<file path="config.mk">
export PLATFORM = sky130hd
export DESIGN_NAME = image_receiver
export DESIGN_NICKNAME = d
export VERILOG_FILES = /design/src/rtl/image_link_pkg.sv /design/src/rtl/uart_rx.sv /design/src/rtl/image_receiver.sv
export SDC_FILE = /design/constraint.sdc
export NUM_CORES = 1
export LEC_CHECK = 0
export BUFFER_PORTS_ARGS = -buffer_cell sky130_fd_sc_hd__buf_2
export CORE_AREA = 2 2 102 144
export DETAILED_ROUTE_END_ITERATION = 12
export DIE_AREA = 0 0 104 146
export GPL_ROUTABILITY_DRIVEN = 0
export GPL_TIMING_DRIVEN = 0
export MAX_ROUTING_LAYER = met4
export PLACE_DENSITY = 0.47
export SETUP_SLACK_MARGIN = 0.02
export SLEW_MARGIN = 20
export SYNTH_ARGS = -nofsm -noshare
export SYNTH_HDL_FRONTEND = slang
export SYNTH_HIERARCHICAL = 1
export SYNTH_SLANG_ARGS = --single-unit
</file>
<file path="constraint.sdc">
create_clock -name clk -period 2.3 [get_ports clk]
set_input_delay 0.23 -clock clk [delete_from_list [all_inputs] [get_ports clk]]
set_output_delay 0.23 -clock clk [all_outputs]
set_load 0.01 [all_outputs]
</file>
<file path="src/rtl/image_link_pkg.sv">
// Shared definitions for the image link. Both the receive and transmit sides use these.
package image_link_pkg;

  localparam int ADDR_W     = 17;
  localparam int PIX_W      = 12;
  localparam int NUM_PIXELS = 76800;

  typedef logic [PIX_W-1:0]  pixel_t;
  typedef logic [ADDR_W-1:0] addr_t;

  // Marker pixel that opens a frame when the receiver is idle
  localparam pixel_t START_PIXEL = 12'h00A;

  typedef enum logic [1:0] {
    IDLE,
    RECEIVE,
    DONE
  } frame_state_t;

endpackage

</file>
<file path="src/rtl/uart_rx.sv">
// 8N1 UART byte receiver. It has a 2-flop input synchronizer and checks the start bit at half-bit.
// byte_valid pulses for one cycle when a good stop bit is seen.
// frame_err pulses for one cycle when the stop bit is sampled low.
module uart_rx #(
  parameter int CLKS_PER_BIT = 434
) (
  input  logic       clk,
  input  logic       rst_n,
  input  logic       rx,
  output logic [7:0] byte_out,
  output logic       byte_valid,
  output logic       frame_err
);

  localparam int CNT_W = $clog2(CLKS_PER_BIT + 1);
  localparam logic [CNT_W-1:0] HALF_M1 = CNT_W'(CLKS_PER_BIT / 2 - 1);
  localparam logic [CNT_W-1:0] BIT_M1  = CNT_W'(CLKS_PER_BIT - 1);

  typedef enum logic [1:0] {
    RX_IDLE,
    RX_START,
    RX_DATA,
    RX_STOP
  } rx_state_t;

  rx_state_t        r_state;
  logic             r_sync1;
  logic             r_sync2;
  logic             r_prev;
  logic [CNT_W-1:0] r_cnt;
  logic [2:0]       r_bit;
  logic [7:0]       r_shift;

  // Bring the asynchronous line into the clock domain, and keep one more stage for edge detection
  always_ff @(posedge clk) begin
    if (!rst_n) begin
      r_sync1 <= 1'b1;
      r_sync2 <= 1'b1;
      r_prev  <= 1'b1;
    end else begin
      r_sync1 <= rx;
      r_sync2 <= r_sync1;
      r_prev  <= r_sync2;
    end
  end

  // Receive state machine: the start bit is rechecked at half-bit, and later bits are sampled at mid-bit
  always_ff @(posedge clk) begin
    if (!rst_n) begin
      r_state    <= RX_IDLE;
      r_cnt      <= '0;
      r_bit      <= '0;
      r_shift    <= '0;
      byte_out   <= '0;
      byte_valid <= 1'b0;
      frame_err  <= 1'b0;
    end else begin
      byte_valid <= 1'b0;
      frame_err  <= 1'b0;
      case (r_state)
        RX_IDLE: begin
          if (r_prev && !r_sync2) begin
            r_state <= RX_START;
            r_cnt   <= '0;
          end
        end
        RX_START: begin
          if (r_cnt == HALF_M1) begin
            r_cnt   <= '0;
            r_bit   <= '0;
            // If the line is high again at half-bit, the low pulse was a glitch and is dropped
            r_state <= r_sync2 ? RX_IDLE : RX_DATA;
          end else begin
            r_cnt <= r_cnt + CNT_W'(1);
          end
        end
        RX_DATA: begin
          if (r_cnt == BIT_M1) begin
            r_cnt   <= '0;
            r_shift <= {r_sync2, r_shift[7:1]};
            r_bit   <= r_bit + 3'd1;
            if (r_bit == 3'd7) r_state <= RX_STOP;
          end else begin
            r_cnt <= r_cnt + CNT_W'(1);
          end
        end
        RX_STOP: begin
          if (r_cnt == BIT_M1) begin
            r_cnt   <= '0;
            r_state <= RX_IDLE;
            if (r_sync2) begin
              byte_out   <= r_shift;
              byte_valid <= 1'b1;
            end else begin
              frame_err <= 1'b1;
            end
          end else begin
            r_cnt <= r_cnt + CNT_W'(1);
          end
        end
        default: r_state <= RX_IDLE;
      endcase
    end
  end

endmodule

</file>
<file path="src/rtl/image_receiver.sv">
// Receives 12-bit pixels over UART as high/low byte pairs.
// It writes each pixel to a frame-buffer address once a start marker has been seen.
module image_receiver
  import image_link_pkg::*;
#(
  parameter int CLK_FREQ     = 50_000_000,
  parameter int BAUD_RATE    = 115200,
  parameter int NUM_PIXELS   = image_link_pkg::NUM_PIXELS,
  parameter int PAIR_TIMEOUT = 20000
) (
  input  logic   clk,
  input  logic   rst_n,
  input  logic   uart_in,
  output pixel_t pixel_out,
  output addr_t  address,
  output logic   pixel_valid,
  output logic   frame_done,
  output logic   receiving,
  output logic   frame_error
);

  localparam int TO_W = $clog2(PAIR_TIMEOUT + 1);
  localparam logic [TO_W-1:0] TO_M1 = TO_W'(PAIR_TIMEOUT - 1);
  localparam addr_t LAST_ADDR = addr_t'(NUM_PIXELS - 1);

  logic [7:0] w_byte;
  logic       w_byte_valid;
  logic       w_frame_err;

  uart_rx #(
    .CLKS_PER_BIT(CLK_FREQ / BAUD_RATE)
  ) u_rx (
    .clk       (clk),
    .rst_n     (rst_n),
    .rx        (uart_in),
    .byte_out  (w_byte),
    .byte_valid(w_byte_valid),
    .frame_err (w_frame_err)
  );

  logic            r_have_high;
  logic [3:0]      r_hi_nib;
  logic [TO_W-1:0] r_pair_cnt;
  frame_state_t    r_state;
  addr_t           r_next_addr;

  logic   w_pix_valid;
  pixel_t w_pix;

  // An assembled pixel is seen in the same cycle as the low byte's strobe, so the write can register one cycle later
  assign w_pix_valid = w_byte_valid && r_have_high;
  assign w_pix       = {r_hi_nib, w_byte};

  // Pair assembly and pair timeout. Bad stop bits and bad high nibbles set the sticky error flag.
  always_ff @(posedge clk) begin
    if (!rst_n) begin
      r_have_high <= 1'b0;
      r_hi_nib    <= '0;
      r_pair_cnt  <= '0;
      frame_error <= 1'b0;
    end else begin
      if (w_frame_err) begin
        r_have_high <= 1'b0;
        frame_error <= 1'b1;
      end else if (w_byte_valid) begin
        if (r_have_high) begin
          r_have_high <= 1'b0;
        end else if (w_byte[7:4] == 4'h0) begin
          r_have_high <= 1'b1;
          r_hi_nib    <= w_byte[3:0];
          r_pair_cnt  <= '0;
        end else begin
          frame_error <= 1'b1;
        end
      end else if (r_have_high) begin
        // A timed-out high byte is dropped without reporting an error
        if (r_pair_cnt == TO_M1) r_have_high <= 1'b0;
        else                     r_pair_cnt  <= r_pair_cnt + TO_W'(1);
      end
    end
  end

  // Frame FSM: wait for the start marker, write pixels at increasing addresses, then pulse done
  always_ff @(posedge clk) begin
    if (!rst_n) begin
      r_state     <= IDLE;
      r_next_addr <= '0;
      pixel_out   <= '0;
      address     <= '0;
      pixel_valid <= 1'b0;
      frame_done  <= 1'b0;
      receiving   <= 1'b0;
    end else begin
      pixel_valid <= 1'b0;
      frame_done  <= 1'b0;
      case (r_state)
        IDLE: begin
          if (w_pix_valid && (w_pix == START_PIXEL)) begin
            r_state     <= RECEIVE;
            receiving   <= 1'b1;
            address     <= '0;
            r_next_addr <= '0;
          end
        end
        RECEIVE: begin
          if (w_pix_valid) begin
            pixel_valid <= 1'b1;
            pixel_out   <= w_pix;
            address     <= r_next_addr;
            if (r_next_addr == LAST_ADDR) begin
              r_state   <= DONE;
              receiving <= 1'b0;
            end else begin
              r_next_addr <= r_next_addr + addr_t'(1);
            end
          end
        end
        DONE: begin
          frame_done <= 1'b1;
          r_state    <= IDLE;
        end
        default: r_state <= IDLE;
      endcase
    end
  end

endmodule

</file>
; Word-level counts from Yosys, hierarchy flattened
; Cells that the tools add are included.
[word_totals]
ff_bits = 107
latch_bits = 0
ram_bits = 0
mem_bits_ro = 0
input_bits = 3
mem_count = 0
[op_classes]
add_sub_neg = 4
multipliers = 0
div_mod_pow = 0
order_cmp = 0
eq_ne = 24
n_shift = 0
muxes = 46
bitwise_logic = 3
n_reduce_logical = 28
[op_table]
columns = cell, n
row1 = two-way mux 15 bit, 5
row2 = two-way mux 17 bit, 4
row3 = case mux 17 bit (2 select lines), 2
row4 = two-way mux 9 bit, 3
row5 = case mux 9 bit (3 select lines), 1
row6 = two-way mux 2 bit, 9
row7 = AND reduction 3 bit, 6
row8 = "adder 17 x 1 -> 17 bit, second input constant", 1
row9 = "== test 17 bit, second input constant", 1
row10 = two-way mux 1 bit, 16
row11 = "inequality test 2 x 1 -> 1 bit, second input constant", 8
row12 = "adder 15 x 1 -> 15 bit, second input constant", 1
row13 = "== test 15 bit, second input constant", 1
row14 = "== test 12 x 4 -> 1 bit, second input constant", 1
row15 = AND reduction 4 bit, 3
row16 = "inequality test 2 bit, second input constant", 5
row17 = AND reduction 5 bit, 2
row18 = nonzero test 2 bit, 5
row19 = "adder 9 x 1 -> 9 bit, second input constant", 1
row20 = "== test 9 x 8 -> 1 bit, second input constant", 1
row21 = "== test 9 bit, second input constant", 1
row22 = case mux 2 bit (4 select lines), 1
row23 = "== test 2 bit, second input constant", 3
row24 = two-way mux 3 bit, 2
row25 = 13 further kinds, 22

; Logic depth before layout (Yosys ltp)
; Gate-level depths: netlist (run 1).
[logic_depth]
depth_word = 5
mapped_depth = 8

; Modules after synthesis
; The synthesis (run 1) kept the hierarchy.
[by_module_without_submodules]
columns = mod, n_inst, cells_each, area_each_um2
row1 = image_receiver, 1, 351, 3148.0
row2 = uart_rx, 1, 179, 1625.3

; Worst setup path after synthesis (run 1)
; Ideal clock, no wire load.
[synth_path]
kind = register to register
startpoint = reg r_next_addr[0]
endpoint = reg r_state[0] (netlist name)
setup_time_ns = 0.115
arrival_ns = 1.824
required_ns = 2.185
setup_slack_ns = 0.362
path_stages_with_launch = 9
cell_sequence = dfxtp_1 -> ha_1 -> nand3_1 -> nor2_2 -> and4_1 -> clkbuf_1 -> buf_2 -> nor2_1 -> o21a_1
[synth_rtl]
columns = item, line
row1 = start: declaration, image_receiver.sv:45  ; addr_t r_next_addr;
row2 = start signal: assignment, image_receiver.sv:114  ; r_next_addr <= r_next_addr + addr_t'(1);

==> results.ini, run 1 <==
[run_status]
status = complete, no violations

[drt]
drt_iter0_markers = 145
wl_per_cell_um = 15.4
ant_nets = 0
dr.pass1.iters = 4
routed_via_density = 5.39
num_vias = 4135
drc = 0
routed_wl_mm = 11.8

[synthesis]
synth_top_family_by_area = simple AND/OR/NAND/NOR gates
synthCells = 530
ys_types = 65
synth-simple-area-share_pct = 22.9
postSynthAreaPerCell_um2 = 9.01
synth_compound_area_share_pct = 20.9
synth_adder_area_share_pct = 1.83
synth-edff-count = 0
synth_mux_area_share_pct = 5.06
synth_seq_cells = 107
ys_seq_area_share_pct = 44.9
synthXorXnorAreaFrac_pct = 0.367
yosysWarnings = 6
synthesis.area_mm2 = 0.00477
synth_fp_nets = 540
async_flop_share_pct = 0
ys.flop_type = dfxtp_1

[clock_network]
clk_latency_ns = 0.34
cts_tree = yes
htreeDepth = 3
cts_made_buffers = 9
cts_hold_buf = 0
clockBufferDepth = 2
clock-root-buffer = clkbuf_16
clock_sinks = 107
path_clk_slew_ns = 0.07

[finish]
antenna_cells = 0
drive_gt1_share_pct = 14.8
final_nets = 587
final_cells = 767
syn_to_final_growth_pct = 16.1

[floorplan]
io_pins = 36
start_util_pct = 34.6
core-area_mm2 = 0.0138
dieArea_mm2 = 0.0152
die_w_um = 104
placementRows = 51
die_y_um = 146

[pwr]
powerDensity_mw_per_mm2 = 621
p_leak_nw = 2.04
totalPowerFinal_mw = 3.44
ir_drop_uv = 311

[worst_setup_path]
cp-end-kind = flop
path_max_fanout = 10
worstSetupPathType = flop to flop
required_ns = 2.59
arrival_ns = 2.43
crit_path_start_kind = flop

[timing]
final-setup-viol-count = 0
drv_slew = 0
finalWorstSetupSlack_ns = 0.155
tns_ns = 0
finClkSkew_ns = 0.00531
fmax_ghz = 0.466
worst_pin_slew_ns = 0.801
finalCritPeriodShare_pct = 93.3
rsz0062_at_grt = no
hold_viol = 0
slew_headroom_pct = 46.6
finalCriticalPeriod_ns = 2.15

[grt]
grt_pass1_vias = 3950
track_usage_pct = 16.2
grt_first_pass_wirelength_mm = 19.8
grt_max_degree = 16
grt_antenna_before_repair = 0
grt-ovfl-total = 0

[worst_hold_path]
worstHoldPathType = input port to flop

[placed_design]
dp_hpwl_mm = 8.24
pre_cts_ws_ns = -0.186
dp_cells = 750
io_buffers = 35

[job]
cap_violations = 0

synthesized netlist by cell type, drive strengths merged, types with 2 or more instances:
cell	count	area share, %
dfxtp	107	45
nand2	68	5.7
nor2	35	2.8
o21ai	32	3.4
clkbuf	30	2.4
mux2i	23	4.8
a22o	17	3.1
nand3	17	1.8
a21boi	16	2.8
a31oi	16	2.1
nand4	13	1.7
o311ai	13	2.4
o31ai	13	2.0
a21oi	12	1.3
inv	11	0.87
and3	9	1.2
nand2b	8	1.0
nor2b	8	1.0
nor3	8	0.84
ha	7	1.8
buf	5	0.71
nor4	5	0.66
o22ai	4	0.52
or3	4	0.52
and2	3	0.39
and4b	3	0.73
nand4b	3	0.55
o211ai	3	0.47
o31a	3	0.55
a2111oi	2	0.76
and3b	2	0.37
and4	2	0.37
and4bb	2	0.60
nand3b	2	0.58
nor4b	2	0.37
nor4bb	2	0.42
o21a	2	0.31
o32ai	2	0.37
o41ai	2	0.37
or4	2	0.39
cell families (layout without fill, tap and decap cells):
| family | count (synthesis) | in the layout |
|---|---|---|
| and+or+nand+nor | 203 | 203 |
| AOI/OAI and AO/OA | 140 | 140 |
| DFF | 107 | 107 |
| buffers and inverters | 47 | 99 |
| muxes | 24 | 24 |
| adders and majority gates | 7 | 7 |
| xor gates and xnor gates | 2 | 2 |
power breakdown:
part | internal (mW) | switching, mW | total [mW]
Clock | 0.797 | 0.658 | 1.46
Sequential | 1.86 | 0.00892 | 1.87
Combinational | 0.0334 | 0.0847 | 0.118
Total | 2.69 | 0.752 | 3.44
path summary, 6_finish.rpt:
check | startpoint | to | slack (ns) | depth (start not counted)
max | r_state[0]$_SDFFE_PN0P_ | address[15]$_SDFFE_PN0P_ | 0.15 | 5
min reg2reg | u_rx/r_sync1$_SDFF_PN1_ | u_rx/r_sync2$_SDFF_PN1_ | 0.41 | 1
max reg2reg | r_state[0]$_SDFFE_PN0P_ | address[15]$_SDFFE_PN0P_ | 0.15 | 5
min | uart_in | u_rx/r_sync1$_SDFF_PN1_ | 0.07 | 2
placed cells by master, fill, tap and decap left out, types with 7 or more instances in the layout:
cell type,n
dfxtp_1,105
nand2_1,66
buf_2,37
nor2_1,34
o21ai_0,32
clkbuf_1,28
mux2i_1,23
nand3_1,17
a22o_1,17
a31oi_1,15
a21boi_0,14
nand4_1,13
o311ai_0,13
o31ai_1,12
inv_1,11
and3_1,9
a21oi_1,9
clkbuf_16,9
nand2b_1,8
nor2b_1,8
nor3_1,8
ha_1,7
critical path: stages (launching register included):
cell and delay [ns]:
dfxtp_1 0.39, nor2b_1 0.33, and3_1 0.28, and2_1 0.47
clkbuf_1 0.41, a22o_1 0.22
state kept, by name (all words and copies together) (netlist names), 2 cells and up, named ones only:
signal,count
address,17
pixel_out,12
r_hi_nib,4
r_next_addr,17
r_pair_cnt,15
r_state,2
u_rx/byte_out,8
u_rx/r_bit,3
u_rx/r_cnt,9
u_rx/r_shift,8
through the flow:
| stage | util, % | cell area [um2] | hold slack [ns] |
|---|---|---|---|
| after floorplan | - | 4770 | 0.331 |
| after global placement | 37.6 | 5180 | 0.393 |
| after detailed placement | 37.6 | 5180 | 0.398 |
| after CTS | 39.7 | 5480 | 0.0556 |
| after global routing | 40.2 | 5540 | 0.0728 |
| final | 40.2 | 5540 | 0.0662 |
layer usage:
metal	GRT usage, %	wire length [um]	vias to the layer above
met5	-	0	-
met3	3.54	396	16
met2	26.9	5990	77
li1	-	-	2059
met1	19.5	5190	1983
met4	5.47	201	0
layout make-up:
class | count | area [um2]
clock buffers | 15 | 268
multi-input cells | 376 | 2500
fillers | 1417 | 8240
clock inverters | 1 | 7.51
plain buffers | 33 | 149
well taps | 185 | 231
repair buffers | 38 | 195
inverters | 12 | 45.0
flip-flops and latches | 107 | 2140
timing repair:
| action | CTS | global route |
|---|---|---|
| pin swaps | 1 | 3 |
| buffers inserted | 0 | 3 |
| setup endpoints to repair | 29 | 33 |
| resized for setup | 6 | 19 |
(Power assumes the default switching activity.)
==> inputs of run 2 (changes only) <==
Settings changed: BUFFER_PORTS_ARGS -buffer_cell sky130_fd_sc_hd__buf_2 to default, DONT_BUFFER_PORTS from default to 1, GPL_TIMING_DRIVEN 0 to default, PLACE_DENSITY 0.47 to 0.45.
==> run 2 against run 1 <==
Net effect: global-route usage fell by 1.0 points; first-iteration DRC count down 29%; sequential power hardly changed; critical endpoint is now r_next_addr[11]$_SDFFE_PN0P_.
==> results.ini, run 2 (synthesis results as in run 1) <==
[finish]
final_nets = 543  ; -7.5%
drive_gt1_share_pct = 10.4  ; -4.3 points
layout_commonest_cell = dfxtp_1
final_cell_mix = dfxtp_1 (107), nand2_1 (66), nor2_1 (34)
antenna_cells = 0  ; unchanged
final_area_mm2 = 0.00537  ; -3.2%
reg.largest.list = address x17, r_next_addr x17, r_pair_cnt x15
syn_to_final_growth_pct = 12.4

[grt]
busiest_layer = met2
use_met3_pct = 3.09  ; -0.45 points
grt_util_met1_pct = 18.2  ; -1.3 points
grt_pass1_vias = 3599  ; -8.9%
grt_first_pass_wirelength_mm = 18.3  ; -7.4%
grt_max_degree = 73  ; +57
track_usage_pct = 15.2  ; -1.0 points
met2_usage_pct = 24.8  ; -2.0 points
grt-ovfl-total = 0  ; unchanged
grt_antenna_before_repair = 0  ; unchanged

[worst_setup_path]
arrival_ns = 2.30  ; -0.13 ns
crit-reg2reg-launch = u_rx/byte_out[4]$_SDFFE_PN0P_
worstSetupPathType = flop to flop
regToRegSetupSlack_ns = 0.24  ; +0.09 ns
r2r_cells = 5  ; unchanged
cp-end-kind = flop
rr_endpoint = r_next_addr[11]$_SDFFE_PN0P_
required_ns = 2.54  ; -0.05 ns
crit_path_start_kind = flop
path_max_fanout = 15  ; +5

[pwr]
powerDensity_mw_per_mm2 = 658  ; +6.0%
p_leak_nw = 1.90  ; -6.9%
ir_drop_uv = 355  ; +14%

[floorplan]
dieArea_mm2 = 0.0152  ; unchanged
core-area_mm2 = 0.0138  ; unchanged
placementRows = 51  ; unchanged
start_util_pct = 34.6  ; unchanged
die_w_um = 104  ; unchanged
io_pins = 36  ; unchanged
die_y_um = 146  ; unchanged

[clock_network]
path_clk_slew_ns = 0.07  ; about the same
clock-root-buffer = clkbuf_16
post-cts-setup-buffers = 0  ; unchanged
clock_sinks = 107  ; unchanged
cts_made_buffers = 9  ; unchanged
htreeDepth = 3  ; unchanged
cts_tree = yes
clockBufferDepth = 2  ; unchanged
clk_latency_ns = 0.34  ; about the same

[worst_hold_path]
hold_depth = 1  ; -1
min_from = rst_n
min_to = u_rx/byte_valid$_SDFF_PN0_
worstHoldPathType = input port to flop

[drt]
dr.pass1.iters = 4  ; unchanged
wl_per_cell_um = 15.3  ; -0.28%
ant_nets = 0  ; unchanged
drt_iter0_markers = 103  ; -29%
routed_wl_mm = 11.1  ; -6.1%
num_vias = 3868  ; -6.5%
drc = 0  ; unchanged
routed_via_density = 5.36  ; -0.63%

[timing]
drv_slew = 0  ; unchanged
finClkSkew_ns = 0.00949  ; +0.00418 ns
hold_viol = 0  ; unchanged
rsz0062_at_grt = no
finalCriticalPeriod_ns = 2.06  ; -0.0889 ns
worst_pin_slew_ns = 0.696  ; -0.105 ns
fmax_ghz = 0.486  ; +4.3%
final-setup-viol-count = 0  ; unchanged
tns_ns = 0  ; unchanged
slew_headroom_pct = 53.6  ; +7.0 points
finalCritPeriodShare_pct = 89.4  ; -3.9 points

[job]
cap_violations = 0  ; unchanged

[placed_design]
dp_hpwl_mm = 7.53  ; -8.6%
placed_cell_area_mm2 = 0.00504  ; -2.6%
io_buffers = 0  ; -100%

[run_status]
status = complete, no violations

run 2: cell count changes in the layout (fill, tap and decap cells not counted), sizes merged:
cell         change
clkinv           +1
dlygate4sd3      +2
inv              +2
clkbuf          -34
bufinv           +1
buf             -17
run 2: what timing repair did:
item,4_1_cts,5_1_grt
endpoints found under the hold margin,3,0
gates resized for setup,0,1
hold buffers,2,0
setup endpoints to repair,0,2
run 2: worst max path at each step:
stage | from | to | slack [ns] | cells after the start
6_report | u_rx/byte_out[4]$_SDFFE_PN0P_ | r_next_addr[11]$_SDFFE_PN0P_ | 0.24 | 5
5_1_grt | r_next_addr[1]$_SDFFE_PN0P_ | r_next_addr[11]$_SDFFE_PN0P_ | 0.04 | 6
4_1_cts | r_have_high$_SDFF_PP0_ | r_next_addr[11]$_SDFFE_PN0P_ | 0.21 | 5
3_5_place_dp | r_have_high$_SDFF_PP0_ | r_next_addr[11]$_SDFFE_PN0P_ | 0.20 | 5
3_3_place_gp | u_rx/byte_out[4]$_SDFFE_PN0P_ | r_next_addr[7]$_SDFFE_PN0P_ | 0.24 | 6
2_1_floorplan | r_next_addr[0]$_SDFFE_PN0P_ | r_state[0]$_SDFFE_PN0P_ | 0.36 | 8
run 2: per-layer routing:
metal | part of all wire (%) | wire (um)
met3 | 3.4 | 378
met5 | 0 | 0
met2 | 48 | 5350
met4 | 1.4 | 159
met1 | 47 | 5160
run 2: cell type report:
| type | count | area (um2) |
|---|---|---|
| fillers | 1423 | 8420 |
| flip-flops and latches | 107 | 2140 |
| repair buffers | 27 | 208 |
| inverters | 12 | 45.0 |
| clock inverters | 5 | 60.1 |
| well taps | 185 | 231 |
| multi-input cells | 376 | 2440 |
| clock buffers | 10 | 239 |
run 2: power by group:
group	switching [mW]	leakage [nW]	internal (mW)
logic	0.0600	0.897	0.0377
registers	0.00872	0.862	1.86
clock network	0.691	0.145	0.875
total	0.760	1.90	2.77
run 2: worst max-delay path, cell delays in order, from the launching register on:
cell,delay [ns]
dfxtp_1,0.33
nor4_1,0.38
nand4_1,0.21
and2_2,0.33
nand3b_4,0.30
o41ai_1,0.40
run 2: per-stage QoR:
| step | utilization (%) | power, mW | hold WS, ns | cells | setup slack, ns |
|---|---|---|---|---|---|
| 4_1_cts | 38.9 | 3.61 | 0.00173 | 722 | 0.208 |
| 6_report | 38.9 | 3.53 | 0.0344 | 722 | 0.243 |
| 3_5_place_dp | 36.6 | 2.01 | 0.314 | 705 | 0.204 |
| 2_1_floorplan | - | 1.99 | 0.331 | 530 | 0.362 |
| 3_3_place_gp | 36.6 | 2.01 | 0.316 | 705 | 0.243 |
| 5_1_grt | 38.9 | 3.69 | 0.0182 | 722 | 0.0442 |
